`src/rtl/vram_arb_pkg.sv`:
```
// Shared types and default widths for the VRAM read-port arbiter.
// No logic, so no latency.
// No flow control lives here.
package vram_arb_pkg;

    localparam int ADDR_WIDTH = 13;
    localparam int DATA_WIDTH = 8;

    typedef enum logic [1:0] {
        GNT_NONE = 2'd0,
        GNT_VID  = 2'd1,
        GNT_CPU  = 2'd2
    } gnt_tag_e;

endpackage

```
`src/rtl/vram_arb_starve_ctr.sv`:
```
// Counts scanout grants that go by while the CPU waits, and raises force_cpu at the limit.
// force_cpu is combinational from the registered count; the count updates one edge later.
// Holds at STARVE_LIMIT until the CPU is granted or drops its request.
module vram_arb_starve_ctr #(
    parameter int STARVE_LIMIT = 8
) (
    input  logic clk,
    input  logic reset_n,
    input  logic cpu_req_valid_i,
    input  logic vid_gnt_i,
    input  logic cpu_gnt_i,
    output logic force_cpu_o
);

    localparam logic [7:0] LIMIT = 8'(STARVE_LIMIT);

    logic [7:0] starve_q;
    logic [7:0] starve_d;

    always_comb begin
        starve_d = starve_q;
        if (!cpu_req_valid_i || cpu_gnt_i) begin
            starve_d = 8'd0;
        end else if (vid_gnt_i && starve_q != LIMIT) begin
            starve_d = starve_q + 8'd1;
        end
    end

    always_ff @(posedge clk or negedge reset_n) begin
        if (!reset_n) begin
            starve_q <= 8'd0;
        end else begin
            starve_q <= starve_d;
        end
    end

    assign force_cpu_o = cpu_req_valid_i && (starve_q == LIMIT);

endmodule

```
`src/rtl/vram_read_arbiter.sv`:
```
// Shares the VRAM synchronous read port between scanout (priority) and the CPU bridge.
// Grant and address are combinational; the response is valid exactly one cycle after acceptance.
// Requesters wait on ready; responses have no backpressure and must be consumed when valid.
module vram_read_arbiter
    import vram_arb_pkg::*;
#(
    parameter int ADDR_WIDTH      = vram_arb_pkg::ADDR_WIDTH,
    parameter int DATA_WIDTH      = vram_arb_pkg::DATA_WIDTH,
    parameter int STARVE_LIMIT    = 8,
    parameter int STALL_CNT_WIDTH = 16
) (
    input  logic                       clk,
    input  logic                       reset_n,
    input  logic                       vid_req_valid,
    input  logic [ADDR_WIDTH-1:0]      vid_req_addr,
    output logic                       vid_req_ready,
    output logic                       vid_rsp_valid,
    output logic [DATA_WIDTH-1:0]      vid_rsp_data,
    input  logic                       cpu_req_valid,
    input  logic [ADDR_WIDTH-1:0]      cpu_req_addr,
    output logic                       cpu_req_ready,
    output logic                       cpu_rsp_valid,
    output logic [DATA_WIDTH-1:0]      cpu_rsp_data,
    output logic [ADDR_WIDTH-1:0]      mem_addr,
    input  logic [DATA_WIDTH-1:0]      mem_data,
    output logic [STALL_CNT_WIDTH-1:0] cpu_stall_cycles
);

    logic                       force_cpu;
    logic                       vid_gnt;
    logic                       cpu_gnt;
    gnt_tag_e                   tag_q;
    gnt_tag_e                   tag_d;
    logic [ADDR_WIDTH-1:0]      last_addr_q;
    logic [ADDR_WIDTH-1:0]      last_addr_d;
    logic [STALL_CNT_WIDTH-1:0] stall_q;
    logic [STALL_CNT_WIDTH-1:0] stall_d;

    vram_arb_starve_ctr #(
        .STARVE_LIMIT (STARVE_LIMIT)
    ) u_starve (
        .clk             (clk),
        .reset_n         (reset_n),
        .cpu_req_valid_i (cpu_req_valid),
        .vid_gnt_i       (vid_gnt),
        .cpu_gnt_i       (cpu_gnt),
        .force_cpu_o     (force_cpu)
    );

    always_comb begin
        vid_gnt     = vid_req_valid && !force_cpu;
        cpu_gnt     = cpu_req_valid && !vid_gnt;
        tag_d       = GNT_NONE;
        last_addr_d = last_addr_q;
        if (vid_gnt) begin
            tag_d       = GNT_VID;
            last_addr_d = vid_req_addr;
        end else if (cpu_gnt) begin
            tag_d       = GNT_CPU;
            last_addr_d = cpu_req_addr;
        end
        stall_d = stall_q;
        if (cpu_req_valid && !cpu_gnt && stall_q != '1) begin
            stall_d = stall_q + STALL_CNT_WIDTH'(1);
        end
    end

    always_ff @(posedge clk or negedge reset_n) begin
        if (!reset_n) begin
            tag_q       <= GNT_NONE;
            last_addr_q <= '0;
            stall_q     <= '0;
        end else begin
            tag_q       <= tag_d;
            last_addr_q <= last_addr_d;
            stall_q     <= stall_d;
        end
    end

    // Idle cycles present the previous address so the memory input does not toggle.
    assign mem_addr         = last_addr_d;
    assign vid_req_ready    = vid_gnt;
    assign cpu_req_ready    = cpu_gnt;
    assign vid_rsp_valid    = (tag_q == GNT_VID);
    assign cpu_rsp_valid    = (tag_q == GNT_CPU);
    assign vid_rsp_data     = mem_data;
    assign cpu_rsp_data     = mem_data;
    assign cpu_stall_cycles = stall_q;

endmodule

```
`config.mk`:
```
export PLATFORM = sky130hd
export DESIGN_NAME = vram_read_arbiter
export DESIGN_NICKNAME = d
export VERILOG_FILES = /design/src/rtl/vram_arb_pkg.sv /design/src/rtl/vram_arb_starve_ctr.sv /design/src/rtl/vram_read_arbiter.sv
export SDC_FILE = /design/constraint.sdc
export NUM_CORES = 1
export LEC_CHECK = 0
export ABC_AREA = 1
export CAP_MARGIN = 10
export CORE_MARGIN = 4
export CORE_UTILIZATION = 45
export DETAILED_ROUTE_END_ITERATION = 16
export GPL_ROUTABILITY_DRIVEN = 1
export GPL_TIMING_DRIVEN = 0
export PLACE_DENSITY = 0.87
export SYNTH_ARGS = -nofsm -noshare
export SYNTH_HDL_FRONTEND = slang
export SYNTH_SLANG_ARGS = --single-unit
```
`constraint.sdc`:
```
create_clock -name clk -period 5.18 [get_ports clk]
set_input_delay 1.295 -clock clk [delete_from_list [all_inputs] [get_ports clk]]
set_output_delay 1.295 -clock clk [all_outputs]
set_load 0.005 [all_outputs]
```
==> results of run 1 <==
-- Yosys cell counts (2+ instances only) --
master,count,area (um^2)
nand3_4,2,35.0
ha_1,3,37.5
inv_1,32,120
o21ai_0,20,100
buf_6,4,45.0
nor2_1,31,116
nand2_2,3,18.8
nand4_1,3,18.8
nand2_1,114,428
dfrtp_1,39,976
buf_4,16,120
or2_2,4,25.0
nand3_1,18,90.1
xor2_1,4,35.0
nand3_2,2,20.0
nor2_4,5,56.3
xnor2_1,6,52.6
nor3b_1,2,15.0
-- power groups by stage --
stage	clock network, W	registers [W]	logic (W)
final	0.000229	0.000356	0.000180
after global routing	0.000245	0.000360	0.000200
after CTS	0.000234	0.000356	0.000183
after detailed placement	0	0.000361	0.000182
after global placement	0	0.000361	0.000177
after floorplan	0	0.000358	0.0000771
-- logic make-up (layout without fill, tap and decap cells) --
| logic type | count (synthesis) | in the layout |
|---|---|---|
| xor+xnor | 10 | 10 |
| flops | 39 | 39 |
| buf+inv | 56 | 141 |
| fa+ha+maj | 3 | 3 |
| compound gates | 21 | 21 |
| simple gates | 188 | 188 |
-- registers in the layout, summed over array words and instances, names as in the netlist --
register and cells:
cpu_stall_cycles 16, last_addr_q 13, u_starve.starve_q 8, tag_q 2
-- stage by stage --
| step | std cells | hold WS (ns) |
|---|---|---|
| after global routing | 472 | 0.519 |
| after global placement | 464 | 0.475 |
| after floorplan | 317 | 0.453 |
| final | 472 | 0.498 |
| after CTS | 472 | 0.495 |
| after detailed placement | 464 | 0.485 |
-- final cells by class --
class                   instances  share of cell area
inverters                      33              0.0372
flip-flops and latches         39               0.293
repair buffers                 77               0.230
well taps                      70              0.0263
plain buffers                  23              0.0567
clock buffers                   7              0.0289
multi-input cells             222               0.325
clock inverters                 1             0.00225
-- worst paths after layout --
kind	start	end	cells past startpoint
min in group asynchronous	reset_n	cpu_stall_cycles[11]	1
max in group asynchronous	reset_n	last_addr_q[12]	1
min reg2reg	u_starve.starve_q[0]	u_starve.starve_q[0]	1
min	u_starve.starve_q[0]	u_starve.starve_q[0]	1
max reg2reg	u_starve.starve_q[0]	last_addr_q[11]	10
max	vid_req_valid	mem_addr[0]	7
-- worst max-delay path: stages --
cell             delay, ns
clkdlybuf4s50_1       0.56
inv_1                 0.10
nor2_4                0.18
buf_6                 0.16
nand2_1               0.05
o21ai_0               0.10
clkdlybuf4s50_1       0.55
-- metal layers --
layer | up-vias | share of wire | track usage | wire [um]
met1 | 1041 | 0.41 | 0.222 | 2300
li1 | 1124 | - | - | -
met2 | 83 | 0.51 | 0.315 | 2880
met4 | 0 | 0.019 | 0.0659 | 107
met3 | 11 | 0.060 | 0.0392 | 335
met5 | - | 0 | 0 | 0
==> summary.md, run 1 <==
| Metric | Value |
|---|---|
| Switching Fraction | 0.270 |
| Net Count, Synth | 358 |
| PD cells | 230 nW/um^2 |
| Fin crit share | 0.827 |
| CORE AREA | 5110 um^2 |
| Critical path type | in2out |
| RD Place Congestion | 0.846 |
| Initial antenna violation count | 0 |
| Peak supply drop | 0.179 mV |
| Global-route wire length before repair | 9380 um |
| Seq cells post-synth | 39 |
| Antenna diode count | 0 |
| Combinational power share | 0.235 |
| Int Pwr | 0.000558 W |
| Synth-to-Final Area Change | 40.3% |
| Worst clock skew | 0.00639 ns |
| Die ar. | 6500 um^2 |
| Initial drt markers | 122 |
| Port Buffers | 77 |
| Synth warnings | 0 |
| Power share of the clock group | 0.299 |
| Final Cell Area | 3330 um^2 |
| P_leak | 1.53 nW |
| Fill cells | 455 |
| Final TNS setup | 0 ns |
| Total grt overflow | 0 |
| Post-synth EDFFs | 0 |
| Status | finished, final reports clean |
| DIE WIDTH | 80.6 um |
| DP Wirelength | 4200 um |
| Hold buffer count at CTS | 0 |
| Setup violators final | 0 |
| Starting density of the core | 0.464 |
| Fmax | 0.233 GHz |
| Net switching power | 0.000207 W |
| Post-Place Cell Area | 3230 um^2 |
| Clock Sinks | 39 |
| Synth Area in Adders | 0.0158 |
| Pre-antenna DRT Iters | 4 |
| Largest net degree at the start of global routing | 40 |
| Synth Cell Area | 2370 um^2 |
| Routed Antenna Nets | 0 |
| Library cells used by synthesis | 27 |
| TritonCTS clock tree | built |
| Hold WC Path Type | reg2reg |
| WL/cell | 11.9 um |
| Fin util | 0.652 |
| I/O pin count | 87 |
| Max-cap viol count | 0 |
| Clk_lat worst skew | 0.29 ns |
| Crit start category | input port |
| Most frequent cells in the layout | 114 x nand2_1, 76 x clkdlybuf4s50_1, 39 x dfrtp_1 |
| Via count | 2259 |
| CP arrival | 2.99 ns |
| CP max FO | 11 |
| Fin. Hold Viols | 0 |
| Residual DRC | 0 |
| Area of the multi-input gates | 1080 um^2 |
| Area share of xor/xnor cells in the synthesized design | 0.0369 |
| Die H | 80.6 um |
| Root buffer cell | clkbuf_8 |
| PnR worst setup slack | 0.897 ns |
| RSZ-0062 raised after global routing | no |
| Via/cell ratio | 4.79 |
| Register area | 976 um^2 |
| Drt total wl | 5630 um |
| R2R setup slack | 3.58 ns |
| Largest family of logic cells by synthesized area | simple AND/OR/NAND/NOR gates |
| Ratio of cells with drive above 1 in the final layout | 0.124 |
| Overall Global Routing Usage | 0.182 |
| Final min period | 4.28 ns |
| Compound-Gate Fraction of Synth Area | 0.0443 |
| Sequential cell fraction of total power | 0.466 |
| Final Max Tran Viols | 0 |
| Slew headroom | 0.422 |
| Most common cell after layout, fill and taps aside | nand2_1 |
| Fraction of registers with async set/reset | 1.00 |
| Htree depth | 2 |
| Clock slew at reported path FFs | 0.07 ns |
| Mux cell area share after synthesis | 0 |
| Post-CTS Setup Inserts | 0 |
| CTS buffer count | 5 |
| Main flop type after synthesis | dfrtp_1 |
| Critical path capture point type | primary output |
| Number of global-route vias before repair | 2168 |
| Design Power | 0.000765 W |
| Row count | 26 |
| Clock tree buffer depth | 2 |
| Dpl ws | 0.890 ns |
| Register area share after synthesis | 0.411 |
| CTS resizes | 0 |
| Mean Syn Cell Area | 7.48 um^2 |
| Worst EP required | 3.88 ns |
| Nets | 442 |
| Mapped Cells | 317 |
| Worst slew pin tran | 0.866 ns |
| Post-Synth Simple-Gate Area | 0.360 |
(Power assumes the default switching activity.)
==> run 2, diff against run 1 <==
==> constraint.sdc (replaced) <==
create_clock -name clk -period 4.2 [get_ports clk]
set_input_delay 1.05 -clock clk [delete_from_list [all_inputs] [get_ports clk]]
set_output_delay 1.05 -clock clk [all_outputs]
set_load 0.005 [all_outputs]
==> results of run 2 <==
Same layout as run 1 (identical final DEF). Status: finished, final reports clean.
Among the figures that moved: setup slack after placement 0.890 ns -> 0.400 ns; setup slack after layout 0.897 ns -> 0.407 ns; register-to-register setup slack 3.58 ns -> 2.60 ns; total power 0.000765 W -> 0.000943 W; worst IR drop on VDD 0.179 mV -> 0.221 mV
